[config.mk]
export PLATFORM = sky130hd
export DESIGN_NAME = fetch_pc_stage
export DESIGN_NICKNAME = d
export VERILOG_FILES = /design/src/rtl/fetch_pc_stage.sv
export SDC_FILE = /design/constraint.sdc
export NUM_CORES = 1
export LEC_CHECK = 0
export CAP_MARGIN = 20
export CORE_MARGIN = 10
export CORE_UTILIZATION = 45
export CTS_CLUSTER_DIAMETER = 40
export DETAILED_ROUTE_END_ITERATION = 12
export PLACE_DENSITY = 0.95
export SLEW_MARGIN = 20
export SYNTH_ARGS = -nofsm -noshare
export SYNTH_HDL_FRONTEND = slang
export SYNTH_SLANG_ARGS = --single-unit
[constraint.sdc]
create_clock -name clk -period 4.9 [get_ports clk]
set_input_delay 0.98 -clock clk [delete_from_list [all_inputs] [get_ports clk]]
set_output_delay 0.98 -clock clk [all_outputs]
set_load 0.01 [all_outputs]
[src/rtl/fetch_pc_stage.sv]
// Fetch stage: architectural fetch PC, instruction-memory address check,
// and the F/D pipeline register (IR, PC, delay-slot bit, ExcCode).
module fetch_pc_stage #(
    parameter logic [31:0] PC_RESET = 32'h0000_3000,
    parameter logic [31:0] IM_LO    = 32'h0000_3000,
    parameter logic [31:0] IM_HI    = 32'h0000_6ffc,
    parameter logic [31:0] HANDLER  = 32'h0000_4180,
    parameter logic [4:0]  EXC_ADEL = 5'd4
) (
    input  logic        clk,
    input  logic        reset,
    input  logic [31:0] npc_in,
    input  logic [31:0] instr_in,
    input  logic        stall,
    input  logic        Req,
    input  logic        eret_D,
    input  logic        branch_D,
    output logic [31:0] pc_F,
    output logic [31:0] IR_D,
    output logic [31:0] pc_D,
    output logic [31:0] pc4_D,
    output logic [31:0] pc8_D,
    output logic        BD_D,
    output logic [4:0]  exc_D
);

    typedef struct packed {
        logic [31:0] ir;
        logic [31:0] pc;
        logic        bd;
        logic [4:0]  exc;
    } fd_t;

    fd_t         fd_q;
    logic        adel_F;
    logic [31:0] instr_F;
    logic [4:0]  excF;

    // Bad fetch address: misaligned or outside IM (unsigned compares).
    // A faulting fetch never passes its IM word into D.
    always_comb begin
        adel_F  = (pc_F[1:0] != 2'b00) || (pc_F < IM_LO) || (pc_F > IM_HI);
        instr_F = adel_F ? 32'h0 : instr_in;
        excF    = adel_F ? EXC_ADEL : 5'd0;
    end

    // Fetch PC: exception redirect beats stall, stall holds, else follow NPC.
    always_ff @(posedge clk) begin
        if (reset)
            pc_F <= PC_RESET;
        else if (Req)
            pc_F <= HANDLER;
        else if (!stall)
            pc_F <= npc_in;
    end

    // F/D register: flush on Req, hold on stall, squash the F word behind
    // an eret (no delay slot), otherwise capture the checked fetch.
    always_ff @(posedge clk) begin
        if (reset) begin
            fd_q.ir  <= 32'h0;
            fd_q.pc  <= PC_RESET;
            fd_q.bd  <= 1'b0;
            fd_q.exc <= 5'd0;
        end else if (Req) begin
            fd_q.ir  <= 32'h0;
            fd_q.pc  <= HANDLER;
            fd_q.bd  <= 1'b0;
            fd_q.exc <= 5'd0;
        end else if (stall) begin
            fd_q <= fd_q;
        end else if (eret_D) begin
            fd_q.ir  <= 32'h0;
            fd_q.pc  <= pc_F;
            fd_q.bd  <= 1'b0;
            fd_q.exc <= 5'd0;
        end else begin
            fd_q.ir  <= instr_F;
            fd_q.pc  <= pc_F;
            fd_q.bd  <= branch_D;
            fd_q.exc <= excF;
        end
    end

    assign IR_D  = fd_q.ir;
    assign pc_D  = fd_q.pc;
    assign BD_D  = fd_q.bd;
    assign exc_D = fd_q.exc;
    // Link/return addresses for decode; plain 32-bit wrap-around.
    assign pc4_D = fd_q.pc + 32'd4;
    assign pc8_D = fd_q.pc + 32'd8;

endmodule

==> results of run 1 <==
-- worst max-delay path by stage --
stage	from	to	slack [ns]	cells after the start
floorplan	pc_D[4]	pc4_D[27]	2.09	7
global placement	pc_D[4]	pc4_D[27]	1.60	6
detailed placement	pc_D[4]	pc4_D[23]	1.39	6
CTS	pc_D[3]	pc4_D[23]	0.95	6
global route	pc_D[3]	pc4_D[23]	0.80	6
finish	pc_D[3]	pc4_D[23]	0.93	6
-- critical path, stage by stage (launching register included) --
cell and delay, ns:
dfxtp_1 0.47, ha_1 0.38, and3_1 0.30, and4_1 0.47
nand4_1 0.20, xnor2_1 0.24, clkdlybuf4s50_1 0.57
-- report_power, final --
group	internal [uW]	switching (uW)
Combinational	137	109
Clock	214	289
Sequential	814	26.7
-- layout make-up --
class / count / area share
Tap cell: 140 / 0.0236
Inverter: 2 / 0.00101
Clock inverter: 5 / 0.00505
Timing Repair Buffer: 235 / 0.319
Multi-Input combinational cell: 397 / 0.366
Clock buffer: 11 / 0.0204
Sequential cell: 98 / 0.264
-- flip-flops by register name (all words and copies together), names as in the netlist --
register,cells
IR_D,32
pc_D,32
pc_F,32
BD_D,1
exc_D,1
-- layer usage --
| layer | wire length (microns) | track usage | vias to the layer above |
|---|---|---|---|
| li1 | - | - | 2270 |
| met1 | 6790 | 0.230 | 2306 |
| met2 | 9050 | 0.371 | 207 |
| met3 | 1260 | 0.0604 | 46 |
| met4 | 728 | 0.108 | 0 |
| met5 | 0 | 0 | - |
-- cell families (layout without fill, tap and decap cells) --
group | Yosys count | count (layout) | synth area share
flip-flops | 98 | 98 | 0.395
AND/OR/NAND/NOR | 232 | 232 | 0.248
XOR/XNOR | 56 | 56 | 0.0988
other | 1 | 4 | 0.000755
adder cells (fa/ha/maj) | 2 | 2 | 0.00504
multiplexers | 58 | 58 | 0.117
AO/OA/AOI/OAI | 45 | 45 | 0.0741
buffers and inverters | 62 | 253 | 0.0610
-- placed cells by master (no fill, tap or decap), types with 2 or more instances in the layout --
cell,n
clkdlybuf4s50_1,230
dfxtp_1,98
nor2_1,72
mux2i_1,58
nand3_1,50
xnor2_1,39
nand3b_1,34
o21ai_2,30
nand2_1,23
xor2_1,17
nand4_1,14
clkbuf_8,11
and3_1,8
nor3_1,7
nor2b_1,6
a211oi_1,6
and4_1,5
o21bai_1,4
nor4_1,4
conb_1,4
buf_4,3
inv_1,2
o21ai_0,2
nor4_2,2
ha_1,2
clkinvlp_4,2
-- metrics by stage --
stage | total power, uW | utilization | instances | setup slack, ns
2_1_floorplan | 970 | - | 557 | 2.09
3_3_place_gp | 1090 | 0.663 | 870 | 1.60
3_5_place_dp | 1100 | 0.666 | 871 | 1.39
4_1_cts | 1600 | 0.683 | 887 | 0.946
5_1_grt | 1650 | 0.685 | 888 | 0.798
6_report | 1590 | 0.685 | 888 | 0.927
==> results.ini, run 1 <==
[status]
outcome=finished, final reports clean

[setup_path]
critPathLaunchType=flop
path_max_fanout=9
cp.arrival_ns=2.99
r2r_cells=4
crit_required_ns=3.92
critPathKind=flop to primary output
reg2reg_from=pc_F[16]
regToRegSetupSlack_ns=2.79
reg2reg_to=IR_D[31]
endpoint_kind=primary output

[global_routing]
grt_overflow_total=0
track_usage=0.213
antenna_found_initial=0
grt_start_max_net_pins=61
first_global_vias=4811
grt_pass1_wl_mm=27.1

[hold_path]
hold_end=exc_D[2]
min-delay-start=exc_D[2]
whs_path_depth=2
min_path_type=flop to flop

[logic_synthesis]
syn_inst=554
yosysWarnings=0
synth-edff-count=0
syn-cell-area_sq_um=4970
synthTopCellsByCount=98 x dfxtp_1, 73 x nor2_1, 58 x mux2i_1
synth_top_cell_by_area=dfxtp_1
ys_seq_area_frac=0.395
ys_ff_latch=98
synth_area_leaders=dfxtp_1 40%, mux2i_1 12%, xnor2_1 6.9%
yosysMostFrequentCell=dfxtp_1
ys_types=37
synth-async-reset-ratio=0
synth_flop_cell=dfxtp_1
yosysTopAreaCellShare=0.395
syn_area_per_cell_sq_um=8.96

[place]
post_dp_cell_area_sq_um=7220
io_buffers=231
place.gp.congestion=0.965
place.detailed.hpwl_mm=14.0

[detailed_routing]
drt-pass1-iter-count=5
drt_drc_violations_left=0
wl_per_cell_microns=20.1
viasPerCell=5.44
first_iter_violations=488
routed_wl_mm=17.8
vias=4829
drtAntennaViolNets=0

[clock_network]
clock_latency_ns=0.37
root_buffer=clkbuf_8
cts_made_buffers=9
post_cts_buffers=0
cts_tree=done
cts_htree_levels=3
post_cts_resized=0
cts_sinks=98
clock_path_buffers=2
postCtsHoldBufs=0
clk_pin_slew_worst_paths_ns=0.09

[final_layout]
finalNetCount=815
design_area_sq_um=7430
multi_input_area_sq_um=2720
seqCellArea_sq_um=1960
area_growth_pct=49.5
n_antenna_cell=0
fillers=844
layout-drive-gt1-share=0.0775

[timing]
grt_setup_unrepaired=no
skew_ns=0.0104
hold_slack_ns=0.485
slew_headroom=0.403
setup_viol=0
slew_viol_final=0
max_freq_mhz=252
fin_setup_tns_ns=0
finalHoldViolations=0
fin_crit_sh=0.811
fin_crit_ns=3.97
worst_slew_pin_slew_ns=0.893

[floorplan]
die_x_microns=125
die_area_sq_um=15600
die_y_microns=125
core-area_sq_um=10800
io_pins=236
start_util=0.458
rows=38

[power_and_ir_drop]
ir_drop_v=0.000172
power_density_nw_per_um2=214
p_leak_uw=0.00274

[job]
drv_cap=0

No activity file was read; power rests on OpenSTA's default activity.
==> inputs of run 2 (changes only) <==
--- a/config.mk
+++ b/config.mk
@@ -7,10 +7,10 @@
 export LEC_CHECK = 0
 export CAP_MARGIN = 20
 export CORE_MARGIN = 10
-export CORE_UTILIZATION = 45
+export CORE_UTILIZATION = 37
 export CTS_CLUSTER_DIAMETER = 40
 export DETAILED_ROUTE_END_ITERATION = 12
-export PLACE_DENSITY = 0.95
+export PLACE_DENSITY = 0.85
 export SLEW_MARGIN = 20
 export SYNTH_ARGS = -nofsm -noshare
 export SYNTH_HDL_FRONTEND = slang
==> constraint.sdc (replaced) <==
create_clock -name clk -period 3.6 [get_ports clk]
set_input_delay 0.72 -clock clk [delete_from_list [all_inputs] [get_ports clk]]
set_output_delay 0.72 -clock clk [all_outputs]
set_load 0.01 [all_outputs]
==> results.ini, run 2 (same netlist as run 1, synthesis figures left out) <==
[status]
outcome=finished, final reports clean

[timing]
max_freq_mhz=286
finalHoldViolations=0
fin_ws_ns=0.100
slew_viol_final=0
skew_ns=0.0110
fin_crit_sh=0.972
slew_headroom=0.515
setup_viol=0
grt_setup_unrepaired=yes
fin_crit_ns=3.50
hold_slack_ns=0.481
worst_slew_pin_slew_ns=0.722

[final_layout]
fillers=1170
postLayoutCoreUtil=0.580
finalNetCount=827
design_area_sq_um=7650
layout_common_cells=230 x clkdlybuf4s50_1, 98 x dfxtp_1, 72 x nor2_1, 58 x mux2i_1, 50 x nand3_1
n_antenna_cell=0
final_common_cell=clkdlybuf4s50_1
layout-drive-gt1-share=0.0947
area_growth_pct=54.0

[setup_path]
cp.arrival_ns=2.78
crit_path_start=pc_D[7]
reg2reg_from=pc_F[15]
path_max_fanout=7
regToRegSetupSlack_ns=1.50
endpoint_kind=primary output
critPathKind=flop to primary output
r2r_cells=4
worstPathCellList=nand3_1 > nor4_2 > nand4_1 > xnor2_1 > clkdlybuf4s50_1
critPathLaunchType=flop
crit_required_ns=2.88
slowest_stage=nor4_2
slowest_delay_ns=0.74
reg2reg_to=IR_D[31]
critPathCapture=pc8_D[24]

[clock_network]
postCtsHoldBufs=0
cts_sinks=98
cts_htree_levels=3
root_buffer=clkbuf_16
clk_pin_slew_worst_paths_ns=0.07
cts_made_buffers=9
cts_tree=done
clock_path_buffers=2
clock_latency_ns=0.35

[detailed_routing]
wl_per_cell_microns=18.6
drt-pass1-iter-count=5
drt_drc_violations_left=0
routed_wl_mm=17.5
first_iter_violations=329
drtAntennaViolNets=0
viasPerCell=4.96
vias=4639

[floorplan]
die_y_microns=136
io_pins=236
die_x_microns=136
start_util=0.376
core-area_sq_um=13200
die_area_sq_um=18500
rows=42

[power_and_ir_drop]
ir_drop_v=0.000213
power_density_nw_per_um2=316
p_leak_uw=0.00285

[global_routing]
antenna_found_initial=0
first_global_vias=4479
grt_pass1_wl_mm=25.9
grt_start_max_net_pins=65
track_usage=0.178
grt_overflow_total=0

[job]
drv_cap=0

[place]
post_dp_cell_area_sq_um=7340
io_buffers=231
place.gp.congestion=0.897
place.detailed.hpwl_mm=13.3
pre_cts_ws_ns=0.441

[hold_path]
min_path_type=flop to flop

run 2: worst max-delay path: cells and delay by family (launching register included):
family                    cells  cell delay [ns]
xor gates and xnor gates      1             0.18
buffers and inverters         1             0.56
and+or+nand+nor               3             1.22
DFF                           1             0.47
run 2: power by group:
group	internal (uW)	leakage [uW]	switching (uW)
combinational	187	0.00192	153
clock	480	0.000131	461
sequential	1110	0.000796	30.1
run 2: metrics by stage:
stage	power [uW]	setup TNS [ns]	cells
2_1_floorplan	1320	0	557
3_5_place_dp	1500	0	918
4_1_cts	2440	0	934
5_1_grt	2510	-0.179	936
6_report	2420	0	936
3_3_place_gp	1500	0	918
run 2: area by class of cell:
type / count / area (sq um) / area share
Tap cell: 176 / 220 / 0.0288
Timing Repair Buffer: 247 / 2440 / 0.319
Clock buffer: 9 / 225 / 0.0294
Inverter: 2 / 7.51 / 0.000981
Multi-Input combinational cell: 397 / 2730 / 0.357
Clock inverter: 7 / 60.1 / 0.00785
Sequential cell: 98 / 1960 / 0.256
run 2: how the worst min path moves through the flow:
stage / start / endpoint / slack (ns) / cells after the start
6_report: exc_D[2] / exc_D[2] / 0.48 / 2
5_1_grt: IR_D[4] / IR_D[4] / 0.50 / 2
4_1_cts: IR_D[8] / IR_D[8] / 0.49 / 2
3_5_place_dp: IR_D[0] / IR_D[0] / 0.47 / 2
3_3_place_gp: exc_D[2] / exc_D[2] / 0.46 / 2
2_1_floorplan: exc_D[2] / exc_D[2] / 0.49 / 2
run 2: what timing repair did:
item,CTS,global route
resized for setup,0,3
setup endpoints to repair,0,23
setup buffers,0,2
run 2: per-layer routing:
| metal | share of wire | GRT usage | vias to the layer above |
|---|---|---|---|
| met5 | 0 | 0 | - |
| met1 | 0.40 | 0.207 | 2153 |
| met2 | 0.48 | 0.288 | 155 |
| met3 | 0.084 | 0.0609 | 35 |
| met4 | 0.034 | 0.0828 | 0 |
| li1 | - | - | 2296 |
